File: config.mk
export PLATFORM = sky130hd
export DESIGN_NAME = direct_mapped_cache_flat
export DESIGN_NICKNAME = d
export VERILOG_FILES = /design/src/rtl/direct_mapped_cache_pkg.sv /design/src/rtl/direct_mapped_cache_if.sv /design/src/rtl/direct_mapped_cache_line_array.sv /design/src/rtl/direct_mapped_cache.sv /design/src/flat_wrapper.sv
export SDC_FILE = /design/constraint.sdc
export NUM_CORES = 1
export LEC_CHECK = 0
export CORE_ASPECT_RATIO = 1.5
export CORE_MARGIN = 2
export CORE_UTILIZATION = 45
export DETAILED_ROUTE_END_ITERATION = 10
export SYNTH_ARGS = -nofsm -noshare
export SYNTH_HDL_FRONTEND = slang
export SYNTH_HIERARCHICAL = 1
export SYNTH_SLANG_ARGS = --single-unit
File: constraint.sdc
create_clock -name clk -period 7.55 [get_ports clk]
set_input_delay 1.1325 -clock clk [delete_from_list [all_inputs] [get_ports clk]]
set_output_delay 1.1325 -clock clk [all_outputs]
set_load 0.005 [all_outputs]
File: src/rtl/direct_mapped_cache_pkg.sv
// cache_pkg: shared FSM state type and address-split helpers for the direct-mapped cache.
package cache_pkg;
  typedef enum logic [1:0] {IDLE, MEM_RD, MEM_WR, RESP} state_t;
  function automatic int index_w(int size);
    return $clog2(size);
  endfunction
  function automatic int tag_w(int addr_width, int size);
    return addr_width - $clog2(size);
  endfunction
endpackage

File: src/rtl/direct_mapped_cache_if.sv
// direct_mapped_cache_if: requester-side and memory-side signals of the cache.
interface direct_mapped_cache_if #(parameter int ADDR_WIDTH = 16, parameter int DATA_WIDTH = 8);
  logic cs_input;
  logic we;
  logic oe;
  logic [ADDR_WIDTH-1:0] addr;
  logic [DATA_WIDTH-1:0] wdata;
  logic flush;
  logic [DATA_WIDTH-1:0] cache_data;
  logic ready;
  logic mem_req;
  logic mem_we;
  logic [ADDR_WIDTH-1:0] mem_addr;
  logic [DATA_WIDTH-1:0] mem_wdata;
  logic [DATA_WIDTH-1:0] mem_rdata;
  logic mem_ack;
  modport master (
    output cs_input, we, oe, addr, wdata, flush, mem_rdata, mem_ack,
    input cache_data, ready, mem_req, mem_we, mem_addr, mem_wdata
  );
  modport slave (
    input cs_input, we, oe, addr, wdata, flush, mem_rdata, mem_ack,
    output cache_data, ready, mem_req, mem_we, mem_addr, mem_wdata
  );
endinterface

File: src/rtl/direct_mapped_cache_line_array.sv
// cache_line_array: valid/tag/data storage with combinational lookup, single write port and flush.
module cache_line_array import cache_pkg::*; #(
  parameter int ADDR_WIDTH = 16,
  parameter int DATA_WIDTH = 8,
  parameter int CACHE_SIZE = 16
) (
  input  logic                  clk,
  input  logic                  rst,
  input  logic                  flush,
  input  logic [ADDR_WIDTH-1:0] lookup_addr,
  output logic                  hit,
  output logic [DATA_WIDTH-1:0] rdata,
  input  logic                  wr_en,
  input  logic [ADDR_WIDTH-1:0] wr_addr,
  input  logic [DATA_WIDTH-1:0] wr_data
);
  localparam int IW = index_w(CACHE_SIZE);
  localparam int TW = tag_w(ADDR_WIDTH, CACHE_SIZE);
  logic [CACHE_SIZE-1:0] valid;
  logic [TW-1:0] tags [CACHE_SIZE];
  logic [DATA_WIDTH-1:0] data [CACHE_SIZE];
  logic [IW-1:0] li;
  logic [IW-1:0] wi;
  assign li = lookup_addr[IW-1:0];
  assign wi = wr_addr[IW-1:0];
  assign hit = valid[li] && tags[li] == lookup_addr[ADDR_WIDTH-1:IW];
  assign rdata = data[li];
  always_ff @(posedge clk) begin
    if (rst || flush) valid <= '0;
    else if (wr_en) valid[wi] <= 1'b1;
  end
  // tag/data need no reset: valid gates every use
  always_ff @(posedge clk) begin
    if (wr_en) begin
      tags[wi] <= wr_addr[ADDR_WIDTH-1:IW];
      data[wi] <= wr_data;
    end
  end
endmodule

File: src/rtl/direct_mapped_cache.sv
// direct_mapped_cache: write-through, no-write-allocate direct-mapped cache with miss fill and hit/miss counters.
module direct_mapped_cache import cache_pkg::*; #(
  parameter int ADDR_WIDTH = 16,
  parameter int DATA_WIDTH = 8,
  parameter int CACHE_SIZE = 16,
  parameter int CNT_WIDTH  = 16
) (
  input  logic                 clk,
  input  logic                 rst,
  direct_mapped_cache_if.slave bus,
  output logic [CNT_WIDTH-1:0] hit_count,
  output logic [CNT_WIDTH-1:0] miss_count
);
  state_t state;
  logic hit;
  logic [DATA_WIDTH-1:0] line_data;
  logic idle;
  logic accept_wr;
  logic accept_rd;
  logic fill;
  logic wr_en;
  assign idle = state == IDLE;
  assign accept_wr = idle && !bus.flush && bus.cs_input && bus.we;
  assign accept_rd = idle && !bus.flush && bus.cs_input && bus.oe && !bus.we;
  assign fill = state == MEM_RD && bus.mem_ack;
  assign wr_en = !rst && (fill || (accept_wr && hit));
  assign bus.ready = state == RESP;
  cache_line_array #(
    .ADDR_WIDTH(ADDR_WIDTH),
    .DATA_WIDTH(DATA_WIDTH),
    .CACHE_SIZE(CACHE_SIZE)
  ) u_lines (
    .clk,
    .rst,
    .flush(idle && bus.flush),
    .lookup_addr(bus.addr),
    .hit,
    .rdata(line_data),
    .wr_en,
    .wr_addr(fill ? bus.mem_addr : bus.addr),
    .wr_data(fill ? bus.mem_rdata : bus.wdata)
  );
  always_ff @(posedge clk) begin
    if (rst) begin
      state <= IDLE;
      bus.cache_data <= '0;
      bus.mem_req <= 1'b0;
      bus.mem_we <= 1'b0;
      bus.mem_addr <= '0;
      bus.mem_wdata <= '0;
      hit_count <= '0;
      miss_count <= '0;
    end else begin
      case (state)
        IDLE: begin
          if (accept_wr) begin
            bus.mem_addr <= bus.addr;
            bus.mem_wdata <= bus.wdata;
            bus.mem_req <= 1'b1;
            bus.mem_we <= 1'b1;
            state <= MEM_WR;
          end else if (accept_rd && hit) begin
            bus.cache_data <= line_data;
            if (hit_count != '1) hit_count <= hit_count + CNT_WIDTH'(1);
            state <= RESP;
          end else if (accept_rd) begin
            if (miss_count != '1) miss_count <= miss_count + CNT_WIDTH'(1);
            bus.mem_addr <= bus.addr;
            bus.mem_req <= 1'b1;
            bus.mem_we <= 1'b0;
            state <= MEM_RD;
          end
        end
        MEM_RD: begin
          if (bus.mem_ack) begin
            bus.cache_data <= bus.mem_rdata;
            bus.mem_req <= 1'b0;
            state <= RESP;
          end
        end
        MEM_WR: begin
          if (bus.mem_ack) begin
            bus.mem_req <= 1'b0;
            bus.mem_we <= 1'b0;
            state <= RESP;
          end
        end
        default: state <= IDLE;
      endcase
    end
  end
endmodule

File: src/flat_wrapper.sv
// flat-port wrapper written by rule: the top's interface ports become plain ports
module direct_mapped_cache_flat import cache_pkg::*;
#(
  parameter int ADDR_WIDTH = 16,
  parameter int DATA_WIDTH = 8,
  parameter int CACHE_SIZE = 16,
  parameter int CNT_WIDTH  = 16
)
  (clk, rst, hit_count, miss_count, bus_cs_input, bus_we, bus_oe, bus_addr, bus_wdata, bus_flush, bus_mem_rdata, bus_mem_ack, bus_cache_data, bus_ready, bus_mem_req, bus_mem_we, bus_mem_addr, bus_mem_wdata);
  direct_mapped_cache_if #(.ADDR_WIDTH(ADDR_WIDTH), .DATA_WIDTH(DATA_WIDTH)) bus_i ();
  input  logic clk;
  input  logic rst;
  output logic [CNT_WIDTH-1:0] hit_count;
  output logic [CNT_WIDTH-1:0] miss_count;
  input wire logic [$bits(bus_i.cs_input)-1:0] bus_cs_input;
  input wire logic [$bits(bus_i.we)-1:0] bus_we;
  input wire logic [$bits(bus_i.oe)-1:0] bus_oe;
  input wire logic [$bits(bus_i.addr)-1:0] bus_addr;
  input wire logic [$bits(bus_i.wdata)-1:0] bus_wdata;
  input wire logic [$bits(bus_i.flush)-1:0] bus_flush;
  input wire logic [$bits(bus_i.mem_rdata)-1:0] bus_mem_rdata;
  input wire logic [$bits(bus_i.mem_ack)-1:0] bus_mem_ack;
  output wire logic [$bits(bus_i.cache_data)-1:0] bus_cache_data;
  output wire logic [$bits(bus_i.ready)-1:0] bus_ready;
  output wire logic [$bits(bus_i.mem_req)-1:0] bus_mem_req;
  output wire logic [$bits(bus_i.mem_we)-1:0] bus_mem_we;
  output wire logic [$bits(bus_i.mem_addr)-1:0] bus_mem_addr;
  output wire logic [$bits(bus_i.mem_wdata)-1:0] bus_mem_wdata;
  assign bus_i.cs_input = bus_cs_input;
  assign bus_i.we = bus_we;
  assign bus_i.oe = bus_oe;
  assign bus_i.addr = bus_addr;
  assign bus_i.wdata = bus_wdata;
  assign bus_i.flush = bus_flush;
  assign bus_i.mem_rdata = bus_mem_rdata;
  assign bus_i.mem_ack = bus_mem_ack;
  assign bus_cache_data = bus_i.cache_data;
  assign bus_ready = bus_i.ready;
  assign bus_mem_req = bus_i.mem_req;
  assign bus_mem_we = bus_i.mem_we;
  assign bus_mem_addr = bus_i.mem_addr;
  assign bus_mem_wdata = bus_i.mem_wdata;
  direct_mapped_cache #(.ADDR_WIDTH(ADDR_WIDTH), .DATA_WIDTH(DATA_WIDTH), .CACHE_SIZE(CACHE_SIZE), .CNT_WIDTH(CNT_WIDTH)) u_core (.clk(clk), .rst(rst), .bus(bus_i), .hit_count(hit_count), .miss_count(miss_count));
endmodule
==> flow_metrics.env <==
export IMPL_synth_area_leaders="edfxtp_1 58%, mux4_2 11%, dfxtp_1 10%, xnor2_1 2.3%, mux2_2 2.2%"
export IMPL_drt_vias_per_instance=5.57
export IMPL_rsz0062_at_grt="false"
export IMPL_clock_skew_ps=18.0
export IMPL_antenna_found_initial=0
export IMPL_worstSetupPathType="input pin to register"
export IMPL_crit_required_ps=7770
export IMPL_syn_area_per_cell_um2=17.0
export IMPL_final_nets=1150
export IMPL_place_ws_ps=1190
export IMPL_r2r_slack_ps=2870
export IMPL_end_kind="register"
export IMPL_cp_cell_sequence="clkdlybuf4s50_1 > inv_1 > buf_4 > o32ai_1 > a31oi_1 > o2111ai_1 > nor4_2 > nand2_1 > a21oi_1 > nand3b_1 > nor2_2 > buf_4"
export IMPL_placedCellCount=1548
export IMPL_route_detailed_drc=0
export IMPL_synth_edf_count=320
export IMPL_final_max_slew_violation_count=0
export IMPL_crit_path_frequent_cell="buf_4"
export IMPL_powerDensity_nw_per_um2=254
export IMPL_ctsResizeCount=0
export IMPL_synth_seq_area_share_pct=68.3
export IMPL_antenna_left=0
export IMPL_r2r_cells=11
export IMPL_htree_levels=2
export IMPL_port_buffers=105
export IMPL_worst_slack_ps=1750
export IMPL_finalCritPeriodShare_pct=76.8
export IMPL_holdWs_ps=452
export IMPL_gp_congestion=0.843
export IMPL_synthTopCellsByCount="320 x edfxtp_1, 84 x dfxtp_1, 82 x mux4_2"
export IMPL_clock_sinks=404
export IMPL_endpoint="u_core/u_lines/tags[9][2]"
export IMPL_clk_path_buf_depth=3
export IMPL_slowest_stage="clkdlybuf4s50_1"
export IMPL_r2r_end="u_core/u_lines/tags[9][2]"
export IMPL_yosysTopAreaCell="edfxtp_1"
export IMPL_vias=9018
export IMPL_leakagePower_nw=6.24
export IMPL_grt_pass1_wl_mm=58.5
export IMPL_cts_hold_buf=0
export IMPL_die_area_um2=38300
export IMPL_fillCellCount=2927
export IMPL_synthFlopType="edfxtp_1"
export IMPL_area_growth_pct=17.4
export IMPL_drtIter0Drc=661
export IMPL_cts_tree="done"
export IMPL_grt_pass1_vias=9133
export IMPL_cts_setup_buffers=0
export IMPL_start_kind="input pin"
export IMPL_instances_no_fill=1620
export IMPL_n_antenna_cell=0
export IMPL_clk_latency_ps=540
export IMPL_cts_root_buffer="clkbuf_16"
export IMPL_ir_drop_mv=0.172
export IMPL_crit_start="bus_addr[3]"
export IMPL_hpwl_mm=26.2
export IMPL_synth_top_area_share_pct=58.1
export IMPL_worstReg2RegStart="u_core/u_lines/tags[5][7]"
export IMPL_clkTransAtPathRegs_ps=60
export IMPL_wl_per_cell_um=24.3
export IMPL_timing_fmax_mhz=172
export IMPL_min_from="u_core/bus.mem_wdata[0]"
export IMPL_grt_max_degree=70
export IMPL_status="complete, no violations"
export IMPL_syn_cell_area_um2=16500
export IMPL_setup_viol=0
export IMPL_fin_tns_setup_ps=0
export IMPL_routed_wl_mm=39.4
export IMPL_worstHoldPathType="register to register"
export IMPL_ios=106
export IMPL_yosysWarnings=6
export IMPL_synth_most_common_cell="edfxtp_1"
export IMPL_layout_min_cycle_time_ps=5800
export IMPL_postSynthCellCount=975
export IMPL_slew_headroom_pct=17.4
export IMPL_yosys_cell_types_count=54
export IMPL_cap_violations=0
export IMPL_drt_first_pass_iters=4
export IMPL_row_count=86
export IMPL_crit_arrival_ps=6020
export IMPL_die_y_um=239
export IMPL_worstMarginPinSlew_ps=1240
export IMPL_async_reset_ff_share_pct=0
export IMPL_path_max_fanout=23
export IMPL_initial_utilization_pct=45.3
export IMPL_final_hold_viol_count=0
export IMPL_gr_usage_all_layers_pct=20.8
export IMPL_cpPeakStageDelay_ps=1060
export IMPL_synth_seq_cells=404
export IMPL_core_area_um2=36500
export IMPL_cts_buffers=39
export IMPL_fp_dieW_um=161
export IMPL_synth_nets=1020
export IMPL_drive_gt1_share_pct=20.9
export IMPL_grt_ovfl_total=0
==> critical path: cells and delay by family <==
kind	cells	cell delay, ps
AOI/OAI and AO/OA	4	890
and+or+nand+nor	4	1780
buffers and inverters	4	2190
==> worst min path at each step <==
stage                          endpoint  slack (ps)  cells after the start
6_report        u_core/bus.mem_wdata[0]         450                      2
5_1_grt         u_core/u_lines/valid[7]         470                      1
4_1_cts         u_core/bus.mem_wdata[0]         450                      2
3_5_place_dp    u_core/bus.mem_wdata[0]         450                      2
3_3_place_gp    u_core/bus.mem_wdata[0]         440                      2
2_1_floorplan  u_core/u_lines/valid[14]         440                      1
==> layout by cell type (no fill, tap or decap), drive strengths merged, types with 9 or more instances in the layout <==
cell             n
edfxtp         320
clkdlybuf4s50  101
mux4            90
dfxtp           84
nand2           76
nor2            63
clkbuf          50
xnor2           43
buf             36
mux2i           35
a21oi           33
mux2            32
o21a            17
nor3            15
nor4            14
clkinv          13
xor2            12
nand4           11
nand3           11
inv             10
o21ai            9
==> flip-flops by register name, summed over array words and instances (netlist names) <==
signal / count
u_core/state: 2
u_core/u_lines/data: 128
u_core/bus.mem_addr: 16
u_core/bus.mem_we: 1
u_core/miss_count: 16
u_core/u_lines/tags: 192
u_core/bus.cache_data: 8
u_core/bus.mem_wdata: 8
u_core/u_lines/valid: 16
u_core/hit_count: 16
u_core/bus.mem_req: 1
==> logic make-up after synthesis <==
| group | count (synthesis) | share of synthesized area (%) |
|---|---|---|
| buf+inv | 55 | 1.76 |
| xor+xnor | 55 | 2.91 |
| flops | 404 | 68.3 |
| fa+ha+maj | 6 | 0.454 |
| simple gates | 222 | 7.04 |
| compound gates | 76 | 2.82 |
| mux | 157 | 16.7 |
==> power breakdown <==
part | switching [mW] | internal (mW) | leakage, nW
registers | 0.0273 | 2.50 | 3.56
logic | 0.336 | 0.243 | 2.12
clock network | 0.810 | 1.01 | 0.566
total | 1.17 | 3.76 | 6.24
==> per-stage QoR <==
stage / utilization [%] / total power [mW] / instance area, um2
final: 53.2 / 4.93 / 19400
after global routing: 53.2 / 5.11 / 19400
after CTS: 53.2 / 4.99 / 19400
after detailed placement: 50.0 / 3.17 / 18200
after global placement: 50.0 / 3.16 / 18200
after floorplan: - / 2.93 / 16500
==> per-layer routing <==
metal / global-route usage (%) / wire [um] / vias to the layer above / share of wire [%]
li1: - / - / 4063 / -
met1: 24.4 / 15400 / 4659 / 39
met2: 39.1 / 21400 / 220 / 54
met3: 2.60 / 1410 / 76 / 3.6
met4: 7.02 / 1230 / 0 / 3.1
met5: 0 / 0 / - / 0
==> cell type report <==
type                       instances  area, um2  area share [%]
inverter                           7       26.3           0.135
tap                              484        606            3.12
sequential                       404      11300            58.1
clock inverter                    22        149           0.767
timing repair buffer             137       1300            6.70
multi-input combinational        516       5010            25.8
clock buffer                      50       1040            5.34
(Power assumes the default switching activity.)
